**src/rtl/systolic_mem_arbiter_pkg.sv**
```systemverilog
// Shared types and defaults for the systolic memory arbiter.
// MEM_PORT_WIDTH normally comes from header_ws.vh; a 32-bit fallback keeps this slice self-contained.
`ifndef MEM_PORT_WIDTH
`define MEM_PORT_WIDTH 32
`endif

package systolic_mem_arbiter_pkg;

    typedef enum logic {
        IDLE   = 1'b0,
        ACCESS = 1'b1
    } arb_state_t;

    localparam int DEFAULT_NUM_REQ = 3;
    // Wide enough for MEM_ACCESS_LATENCY-1 over the legal range 1..7.
    localparam int LAT_CNT_W = 3;

endpackage

```
**src/rtl/systolic_mem_arbiter_rr_picker.sv**
```systemverilog
// Combinational winner selection: round-robin from the slot after ptr, or lowest index
// when MEM_ARB_FIXED_PRIO_EN is defined (ptr port is then absent).
module rr_picker #(
    parameter int N = 3
`ifndef MEM_ARB_FIXED_PRIO_EN
    , parameter int PTR_W = 2
`endif
) (
    input  logic [N-1:0]     req,
`ifndef MEM_ARB_FIXED_PRIO_EN
    input  logic [PTR_W-1:0] ptr,
`endif
    output logic [N-1:0]     winner,
    output logic             any
);

    assign any = |req;

`ifdef MEM_ARB_FIXED_PRIO_EN
    assign winner = req & (~req + N'(1));
`else
    logic [N-1:0] above_ptr;
    logic [N-1:0] masked;
    logic [N-1:0] pool;

    // Prefer requesters strictly above the last winner; fall back to the full set to wrap.
    assign above_ptr = {N{1'b1}} << (32'(ptr) + 32'd1);
    assign masked    = req & above_ptr;
    assign pool      = (|masked) ? masked : req;
    assign winner    = pool & (~pool + N'(1));
`endif

endmodule

```
**src/rtl/systolic_mem_arbiter.sv**
```systemverilog
// Shared-RAM arbiter for the systolic array: one transaction at a time, fixed-latency memory.
// Define MEM_ARB_FIXED_PRIO_EN for fixed lowest-index priority instead of round-robin.
module systolic_mem_arbiter
    import systolic_mem_arbiter_pkg::*;
#(
    parameter int NUM_REQ            = DEFAULT_NUM_REQ,
    parameter int ADDR_WIDTH         = 32,
    parameter int DATA_WIDTH         = `MEM_PORT_WIDTH,
    parameter int MEM_ACCESS_LATENCY = 2
) (
    input  logic                             clk,
    input  logic                             rst,
    input  logic [NUM_REQ-1:0]               req,
    input  logic [NUM_REQ-1:0]               req_wr_en,
    input  logic [NUM_REQ*ADDR_WIDTH-1:0]    req_addr,
    input  logic [NUM_REQ*DATA_WIDTH-1:0]    req_wdata,
    output logic [NUM_REQ-1:0]               gnt,
    output logic [NUM_REQ-1:0]               done,
    output logic [DATA_WIDTH-1:0]            rd_data,
    output logic [ADDR_WIDTH-1:0]            mem_addr,
    output logic                             mem_wr_en,
    output logic [DATA_WIDTH-1:0]            mem_wdata,
    input  logic [DATA_WIDTH-1:0]            mem_rd_data,
    output logic                             busy
);

`ifndef MEM_ARB_FIXED_PRIO_EN
    localparam int PTR_W = (NUM_REQ > 1) ? $clog2(NUM_REQ) : 1;
    logic [PTR_W-1:0] ptr;

    function automatic logic [PTR_W-1:0] onehot_idx(input logic [NUM_REQ-1:0] oh);
        onehot_idx = '0;
        for (int i = 0; i < NUM_REQ; i++)
            if (oh[i]) onehot_idx = PTR_W'(i);
    endfunction
`endif

    arb_state_t             state, state_next;
    logic [LAT_CNT_W-1:0]   cnt;
    logic [NUM_REQ-1:0]     winner;
    logic [NUM_REQ-1:0]     owner;
    logic                   any;
    logic                   is_write;
    logic                   access_last;
    logic [ADDR_WIDTH-1:0]  sel_addr;
    logic [DATA_WIDTH-1:0]  sel_wdata;
    logic                   sel_wr_en;

    rr_picker #(
        .N     (NUM_REQ)
`ifndef MEM_ARB_FIXED_PRIO_EN
        , .PTR_W (PTR_W)
`endif
    ) u_picker (
        .req    (req),
`ifndef MEM_ARB_FIXED_PRIO_EN
        .ptr    (ptr),
`endif
        .winner (winner),
        .any    (any)
    );

    // NOTE: every always_comb output gets a default first so no path can infer a latch.
    always_comb begin
        sel_addr  = '0;
        sel_wdata = '0;
        sel_wr_en = 1'b0;
        for (int i = 0; i < NUM_REQ; i++) begin
            sel_addr  |= {ADDR_WIDTH{winner[i]}} & req_addr[i*ADDR_WIDTH +: ADDR_WIDTH];
            sel_wdata |= {DATA_WIDTH{winner[i]}} & req_wdata[i*DATA_WIDTH +: DATA_WIDTH];
            sel_wr_en |= winner[i] & req_wr_en[i];
        end
    end

    // The gnt cycle is the address-issue cycle; the latency count runs after it.
    assign access_last = (gnt == '0) && (cnt == '0);

    // NOTE: flops use non-blocking assignments so every register samples pre-edge values.
    always_ff @(posedge clk or negedge rst) begin
        if (!rst) state <= IDLE;
        else      state <= state_next;
    end

    always_comb begin
        state_next = state;
        case (state)
            IDLE:    if (any)         state_next = ACCESS;
            ACCESS:  if (access_last) state_next = IDLE;
            default:                  state_next = IDLE;
        endcase
    end

    always_comb begin
        busy = (state != IDLE);
    end

    always_ff @(posedge clk or negedge rst) begin
        if (!rst) begin
            gnt       <= '0;
            done      <= '0;
            owner     <= '0;
            is_write  <= 1'b0;
            cnt       <= '0;
            mem_addr  <= '0;
            mem_wdata <= '0;
            mem_wr_en <= 1'b0;
            rd_data   <= '0;
`ifndef MEM_ARB_FIXED_PRIO_EN
            ptr       <= PTR_W'(NUM_REQ - 1);
`endif
        end else begin
            gnt       <= '0;
            done      <= '0;
            mem_wr_en <= 1'b0;
            case (state)
                IDLE: if (any) begin
                    gnt       <= winner;
                    owner     <= winner;
                    mem_addr  <= sel_addr;
                    mem_wdata <= sel_wdata;
                    mem_wr_en <= sel_wr_en;
                    is_write  <= sel_wr_en;
                    cnt       <= LAT_CNT_W'(MEM_ACCESS_LATENCY - 1);
                end
                ACCESS: if (gnt == '0) begin
                    if (cnt != '0) begin
                        cnt <= cnt - 1'b1;
                    end else begin
                        if (!is_write) rd_data <= mem_rd_data;
                        done <= owner;
`ifndef MEM_ARB_FIXED_PRIO_EN
                        ptr  <= onehot_idx(owner);
`endif
                    end
                end
                default: ;
            endcase
        end
    end

endmodule

```
**config.mk**
```make
export PLATFORM = sky130hd
export DESIGN_NAME = systolic_mem_arbiter
export DESIGN_NICKNAME = d
export VERILOG_FILES = /design/src/rtl/systolic_mem_arbiter_pkg.sv /design/src/rtl/systolic_mem_arbiter_rr_picker.sv /design/src/rtl/systolic_mem_arbiter.sv
export SDC_FILE = /design/constraint.sdc
export NUM_CORES = 1
export LEC_CHECK = 0
export CORE_AREA = 2 2 132 134
export DETAILED_ROUTE_END_ITERATION = 10
export DIE_AREA = 0 0 134 136
export PLACE_DENSITY = 0.67
export SLEW_MARGIN = 25
export SYNTH_ARGS = -nofsm -noshare
export SYNTH_HDL_FRONTEND = slang
export SYNTH_SLANG_ARGS = --single-unit
```
**constraint.sdc**
```tcl
create_clock -name clk -period 3.7 [get_ports clk]
set_input_delay 0.74 -clock clk [delete_from_list [all_inputs] [get_ports clk]]
set_output_delay 0.74 -clock clk [all_outputs]
set_load 0.005 [all_outputs]
```
==> summary.md, run 1 <==
| Metric | Value |
|---|---|
| TritonCTS clock tree | built |
| Critical Path AT | approximately 2.8 ns |
| Count of pins on the block boundary | between 300 and 400 |
| Wire length per cell | around 18 um |
| Cell types with the largest area share after synthesis | sky130_fd_sc_hd__dfrtp_1, sky130_fd_sc_hd__mux2_4, sky130_fd_sc_hd__a32oi_1, sky130_fd_sc_hd__a222oi_1, sky130_fd_sc_hd__a22oi_1 |
| Proportion of synthesized chip area in sequential cells | between 50% and 60% |
| Minimum clock period after layout | between 2 and 2.5 ns |
| Number of global-route vias before repair | 5323 |
| PnR worst setup slack | 1.20 ns |
| Combinational Power Share | ~44% |
| Number of nets with antenna violations after detailed routing | 0 |
| Area added between synthesis and finish | 80.9% |
| Switching part of the total | a little under a third |
| Post-Synthesis Cells | approximately 440 |
| Final GP Congestion | ~0.8 |
| Hold Vio Cnt, Final | 0 |
| Number of iterations in the first detailed-routing pass | 7 |
| Number of distinct library cell variants in the gate-level netlist after synthesis | 35 |
| Category of the most critical setup path | in2reg |
| Final setup vio count | 0 |
| Mapped Avg Cell Area | around 12 sq um |
| Clock Path Buffers | 2 |
| Transition time at the pin with the least slew margin | a little under 0.8 ns |
| Syn_nets | 678 |
| Cell internal pwr | 4.75 mW |
| Port Buffers | roughly 340 |
| Kind of path behind the tightest hold check | in2async |
| Worst clock skew on the final layout | approximately 0.0063 ns |
| Net switching power of the design | ~2.1 mW |
| Max IR drop VDD | 0.368 mV |
| Chip width | 134 um |
| Placement Rows | 48 |
| Count of synthesis-stage warnings from yosys | 0 |
| Number of post-CTS setup repair buffers | 0 |
| Unrepaired setup endpoints after global routing | false |
| Worst-path cell chain | clkdlybuf4s50_1 -> nor2b_1 -> a22o_2 -> buf_4 -> a22oi_1 -> o21ai_0 |
| Ratio of total power to cell area | around 740 nW/um^2 |
| Mapped Area | 5140 sq um |
| Via count normalized by instance count | 5.08 |
| Clock latency reported for the late side of the worst-skew pair | ~0.4 ns |
| Die height | 136 um |
| Clk slew on worst S/H paths | about 0.050 ns |
| GR Overflow Total | 0 |
| Most common cell after layout, fill and taps aside | sky130_fd_sc_hd__clkdlybuf4s50_1 |
| Root buffer selected by CTS | sky130_fd_sc_hd__clkbuf_16 |
| Gate family responsible for the most delay along the worst path | compound AO/OA/AOI/OAI gates |
| Number of antenna violations at the first check in global routing | 0 |
| Remaining design rule violation count | 0 |
| Net total in the final layout | 995 |
| Post-Route Setup TNS | 0 ns |
| Slowest stage cell on the critical path | sky130_fd_sc_hd__a22o_2 |
| Standard cell core area | approximately 17000 sq um |
| Most area-hungry cell type in the Yosys netlist | sky130_fd_sc_hd__dfrtp_1 |
| Fraction of post-synthesis cell area in the top cell type by area | 54.6% |
| Largest fanout on the critical path | 38 |
| CTS HTree Levels | 4 |
| Data required time at the worst endpoint | 4.02 ns |
| Wire length of the first global-routing pass | 28500 um |
| Dpl hpwl | approximately 13000 um |
| CP max stage delay | 0.66 ns |
| Gr usage total | between 20% and 30% |
| #FFs+latches synth | 113 |
| Effective utilization at floorplan | between 30% and 40% |
| Routed wire length | 18400 um |
| Setup slack at placement | 0.765 ns |
| Fraction of the cycle the final worst path needs | between 60% and 70% |
| Number of max-cap violations | 0 |
| Final Slew Violations | 0 |
| Violation count after the first detailed-route iteration | around 380 |
| Number of sinks on the clock net | 113 |
| Number of antenna diodes | 0 |
| CTS resizes | 0 |
| Leading cell types in the layout, fill and taps excluded | sky130_fd_sc_hd__clkdlybuf4s50_1, sky130_fd_sc_hd__dfrtp_1 |
| Sequential share of power | a little under a third |
| Status | finished clean |
| LEAKAGE | 3.82 nW |
| Peak clock frequency supported by timing | around 400 MHz |
| Clock power share | about a quarter |
| Type of destination of the critical path | register |
| Fraction of layout instances using a drive strength above 1 | a little over a tenth |
| Hold-fix buffers at CTS | 0 |
| Tightest slew margin relative to the limit | 47.6% |
| Worst path bufs/invs | 2 |
| Floorplan die area | roughly 18000 sq um |
| Vias | roughly 5000 |
| Num CTS Buffers | 17 |
| Pin count of the biggest net entering global routing | between 60 and 70 |
| Element type at the critical path start | input pin |
[metrics by stage]
stage / hold slack (ns) / util [%] / area, sq um / power, mW / std cells
floorplan: 0.441 / - / 5140 / 3.48 / 444
global placement: 0.462 / 51.5 / 8700 / 5.16 / 967
detailed placement: 0.466 / 51.5 / 8700 / 5.24 / 967
CTS: 0.376 / 55.1 / 9290 / 6.93 / 999
global route: 0.396 / 55.1 / 9300 / 7.29 / 999
finish: 0.362 / 55.1 / 9300 / 6.85 / 999
[area by class of cell]
cell class                 count  area, sq um
timing repair buffer         343         3460
sequential                   113         2830
inverter                       5         18.8
multi-input combinational    281         2110
clock buffer                  18          429
tap                          225          282
clock inverter                14          165
fill                        1450         7580
[registers in the layout, summed over array words and instances, names as in the netlist]
signal / flops
mem_addr: 32
mem_wdata: 32
rd_data: 32
cnt: 3
done: 3
gnt: 3
owner: 3
ptr: 2
busy: 1
is_write: 1
mem_wr_en: 1
[per-layer routing]
metal / routed length [um] / vias to the layer above / track usage, %
met1: 7270 / 2432 / 23.4
met5: 0 / - / 0
met2: 9310 / 247 / 34.4
met3: 1350 / 35 / 6.30
li1: - / 2356 / -
met4: 479 / 0 / 8.87
[logic make-up (layout without fill, tap and decap cells)]
kind of cell,count (synthesis),count (layout),share of synthesized area (%)
flip-flops,113,113,55.1
adder cells (fa/ha/maj),2,2,0.487
buffers and inverters,50,380,4.38
multiplexers,33,33,9.43
AND/OR/NAND/NOR,93,93,8.99
AO/OA/AOI/OAI,153,153,21.7
[worst reg2reg max path, delay by kind of cell (launching register included)]
family,cells,cell delay [ns]
buf+inv,2,0.89
simple gates,2,0.61
flops,1,0.42
compound gates,1,0.15
[Yosys cell counts]
library cell and n:
sky130_fd_sc_hd__or3_1 1, sky130_fd_sc_hd__a222oi_1 26, sky130_fd_sc_hd__a22o_1 2, sky130_fd_sc_hd__nor2b_1 2
sky130_fd_sc_hd__a22oi_1 30, sky130_fd_sc_hd__or2b_1 1, sky130_fd_sc_hd__nand3_1 27, sky130_fd_sc_hd__buf_1 8
sky130_fd_sc_hd__o21ai_0 25, sky130_fd_sc_hd__clkbuf_1 27, sky130_fd_sc_hd__buf_6 4, sky130_fd_sc_hd__buf_2 6
sky130_fd_sc_hd__dfrtp_1 112, sky130_fd_sc_hd__o21ai_1 5, sky130_fd_sc_hd__a32oi_1 30, sky130_fd_sc_hd__nor4b_4 1
sky130_fd_sc_hd__a21oi_1 26, sky130_fd_sc_hd__o22ai_1 2, sky130_fd_sc_hd__o21a_1 1, sky130_fd_sc_hd__o31ai_1 1
sky130_fd_sc_hd__a21o_1 4, sky130_fd_sc_hd__o2bb2ai_1 1, sky130_fd_sc_hd__ha_1 2, sky130_fd_sc_hd__and2_1 4
sky130_fd_sc_hd__nand2_2 1, sky130_fd_sc_hd__dfstp_2 1, sky130_fd_sc_hd__inv_1 5, sky130_fd_sc_hd__nand2_1 12
sky130_fd_sc_hd__nand4_1 9, sky130_fd_sc_hd__and3_1 2, sky130_fd_sc_hd__nor2_1 30, sky130_fd_sc_hd__mux2_2 3
sky130_fd_sc_hd__nand2b_1 2, sky130_fd_sc_hd__mux2_4 30, sky130_fd_sc_hd__or2_1 1
[worst paths after layout]
kind	cells past startpoint	slack [ns]	start	end
worst max-delay path	6	1.20	req[0]	mem_wdata[3]
min in group clk	1	0.48	owner[1]	owner[1]
worst min register to register	1	0.48	owner[1]	owner[1]
worst min-delay path	1	0.36	rst	rd_data[21]
worst max register to register	5	1.55	busy	mem_wdata[9]
max in group asynchronous	2	2.53	rst	ptr[1]
[power by group through the flow]
stage	sequential [mW]	combinational [mW]	clock, mW
3_3_place_gp	2.16	3.00	0
3_5_place_dp	2.18	3.06	0
6_report	2.18	3.03	1.64
4_1_cts	2.18	3.07	1.68
5_1_grt	2.25	3.29	1.75
2_1_floorplan	2.19	1.30	0
No activity file was read; power rests on OpenSTA's default activity.
==> run 2, diff against run 1 <==
Clock period 3.7 ns to 2.6 ns, I/O delays scaled along.
==> run 2 against run 1 <==
Against the previous run:
- clock-buffer cell count decreased by 1
- clock power increased by 37%
- power up 41%
- hold slack improved by 0.11 ns
- die area is the same
- non-clock buffer count is 9 higher
- critical path depth unchanged
- global-route usage shrank 0.63 points
- register-to-register slack worse by 0.85 ns
- wire length is 2.2% lower
- clock skew grew 0.0032 ns
- highest routed layer unchanged
==> summary.md, run 2 (synthesized netlist as in run 1, its figures left out) <==
| Metric | Value |
|---|---|
| Status | finished clean |
| Number of antenna violations at the first check in global routing | 0 (unchanged) |
| Net switching power of the design | 3.06 mW (+45%) |
| Hold Vio Cnt, Final | 0 (unchanged) |
| GR Overflow Total | 0 (unchanged) |
| Wire length of the first global-routing pass | 27600 um (-3.2%) |
| Minimum clock period after layout | 2.02 ns |
| Post-Route Setup TNS | 0 ns (unchanged) |
| Ratio of total power to cell area | 1030 nW/um^2 (+40%) |
| Leading cell types in the layout, fill and taps excluded | sky130_fd_sc_hd__clkdlybuf4s50_1, sky130_fd_sc_hd__dfrtp_1 |
| Max IR drop VDD | 0.554 mV (+51%) |
| Category of the most critical setup path | in2reg |
| Critical Path AT | 2.34 ns (-0.48 ns) |
| Final-layout worst hold slack | 0.472 ns (+0.110 ns) |
| Largest fanout on the critical path | 23 (-39%) |
| Number of post-CTS setup repair buffers | 0 (unchanged) |
| Final GP Congestion | 0.829 (+1.8%) |
| Gr usage total | 19.5% (-0.63 points) |
| Kind of path behind the tightest hold check | in2async |
| Effective utilization at floorplan | 30.4% (unchanged) |
| Number of antenna diodes | 0 (unchanged) |
| Clock power share | 23.3% (-0.7 points) |
| Number of nets with antenna violations after detailed routing | 0 (unchanged) |
| TritonCTS clock tree | built |
| Area added between synthesis and finish | 82.2% |
| Clk slew on worst S/H paths | 0.06 ns (about the same) |
| Num CTS Buffers | 17 (unchanged) |
| Clock latency reported for the late side of the worst-skew pair | 0.42 ns (about the same) |
| Wire length per cell | 17.9 um (-3.1%) |
| Data required time at the worst endpoint | 2.92 ns (-1.10 ns) |
| Peak clock frequency supported by timing | between 400 and 500 MHz |
| Floorplan die area | 18200 sq um (unchanged) |
| Worst clock skew on the final layout | 0.00948 ns (+0.00317 ns) |
| Count of pins on the block boundary | 336 (unchanged) |
| Sequential share of power | 31.7% (about the same) |
| CTS HTree Levels | 4 (unchanged) |
| Root buffer selected by CTS | sky130_fd_sc_hd__clkbuf_16 |
| Via count normalized by instance count | 5.13 (+1.0%) |
| Vias | 5167 (+1.9%) |
| Switching part of the total | 31.6% (+0.88 points) |
| Type of destination of the critical path | register |
| Unrepaired setup endpoints after global routing | false |
| Tightest slew margin relative to the limit | 68.8% (+21 points) |
| Routed wire length | 18000 um (-2.2%) |
| Clock Path Buffers | 2 (unchanged) |
| Number of max-cap violations | 0 (unchanged) |
| Fraction of layout instances using a drive strength above 1 | 11.6% (+1.0 points) |
| Instance count after placement with tap cells included | 975 (+0.83%) |
| Final setup vio count | 0 (unchanged) |
| Worst path bufs/invs | 2 (unchanged) |
| Standard cell core area | 16900 sq um (unchanged) |
| Gate family responsible for the most delay along the worst path | buffers and inverters |
| Most common cell after layout, fill and taps aside | sky130_fd_sc_hd__clkdlybuf4s50_1 |
| Placement Rows | 48 (unchanged) |
| Fraction of the cycle the final worst path needs | just under 80% |
| Chip width | 134 um (unchanged) |
| Number of non-filler instances in the completed layout | 1008 (+0.90%) |
| Net total in the final layout | 1004 (+0.90%) |
| Port Buffers | 335 (unchanged) |
| Largest registers | mem_addr: 32 flops, mem_wdata: 32 flops, rd_data: 32 flops |
| Die height | 136 um (unchanged) |
| CP max stage delay | 0.52 ns (-0.14 ns) |
| Transition time at the pin with the least slew margin | 0.468 ns (-0.318 ns) |
| Violation count after the first detailed-route iteration | 305 (-20%) |
| Element type at the critical path start | input pin |
| Combinational Power Share | 45.1% (+0.9 points) |
| Dpl hpwl | 13500 um (about the same) |
| Number of global-route vias before repair | 5368 (+0.85%) |
| LEAKAGE | 3.85 nW (+0.69%) |
| Cell internal pwr | 6.62 mW (+40%) |
| Final Slew Violations | 0 (unchanged) |
| Number of sinks on the clock net | 113 (unchanged) |
| Pin count of the biggest net entering global routing | 66 (-1.5%) |
| Number of iterations in the first detailed-routing pass | 9 (+2) |
| Remaining design rule violation count | 0 (unchanged) |
| Slowest stage cell on the critical path | sky130_fd_sc_hd__clkdlybuf4s50_1 |
| Worst-path cell chain | clkdlybuf4s50_1 -> nor2b_1 -> a22o_2 -> buf_4 -> a32oi_1 -> o21ai_0 |
==> run 2: changes by cell type in the layout (fill, tap and decap cells not counted), sizes merged <==
cell,before,now
buf,9,17
clkinvlp,2,4
dlygate4sd3,0,1
clkinv,8,4
inv,6,11
clkbuf,18,17
bufinv,3,1
==> run 2: final cells by class <==
| cell class | instances | area, sq um |
|---|---|---|
| Fill cell | 1374 | 7520 |
| Clock buffer | 17 | 425 |
| Clock inverter | 15 | 153 |
| Inverter | 5 | 18.8 |
| Tap cell | 225 | 282 |
| Multi-Input combinational cell | 281 | 2110 |
| Timing Repair Buffer | 352 | 3540 |
| Sequential cell | 113 | 2830 |
==> run 2: repair_timing <==
item | 4_1_cts | 5_1_grt
resized for setup | 0 | 0
hold endpoints to repair | 6 | 0
hold buffers | 1 | 0
==> run 2: per-stage QoR <==
step / util [%] / power [mW] / instance area (sq um) / worst slack [ns]
finish: 55.5 / 9.68 / 9360 / 0.580
global route: 55.5 / 10.3 / 9360 / 0.463
CTS: 55.5 / 9.81 / 9360 / 0.592
detailed placement: 52.0 / 7.48 / 8770 / 0.153
global placement: 52.0 / 7.35 / 8770 / 0.239
floorplan: - / 4.95 / 5140 / 0.854
==> run 2: per-layer routing <==
metal  track usage (%)  vias to the layer above  routed length, um
met5                 0                        -                  0
met4              9.87                        0                650
met3              6.94                       48               1440
met2              32.9                      238               8960
met1              22.0                     2502               6950
li1                  -                     2379                  -
==> run 2: power by group through the flow <==
stage | registers, mW | clock network [mW] | logic, mW
after global placement | 3.05 | 0 | 4.30
after global routing | 3.17 | 2.40 | 4.72
after detailed placement | 3.08 | 0 | 4.40
after CTS | 3.07 | 2.32 | 4.42
final | 3.07 | 2.25 | 4.36
after floorplan | 3.11 | 0 | 1.84
==> run 2: final timing paths <==
path                                endpoint  cells after the start      from  slack, ns
worst max register to register   rd_data[25]                      5    gnt[1]       0.70
worst max-delay path            mem_addr[26]                      6    req[2]       0.58
worst min-delay path             rd_data[21]                      2       rst       0.47
min in group clk                      ptr[0]                      1  owner[2]       0.49
max in group asynchronous             ptr[1]                      3       rst       1.54
worst min register to register        ptr[0]                      1  owner[2]       0.49
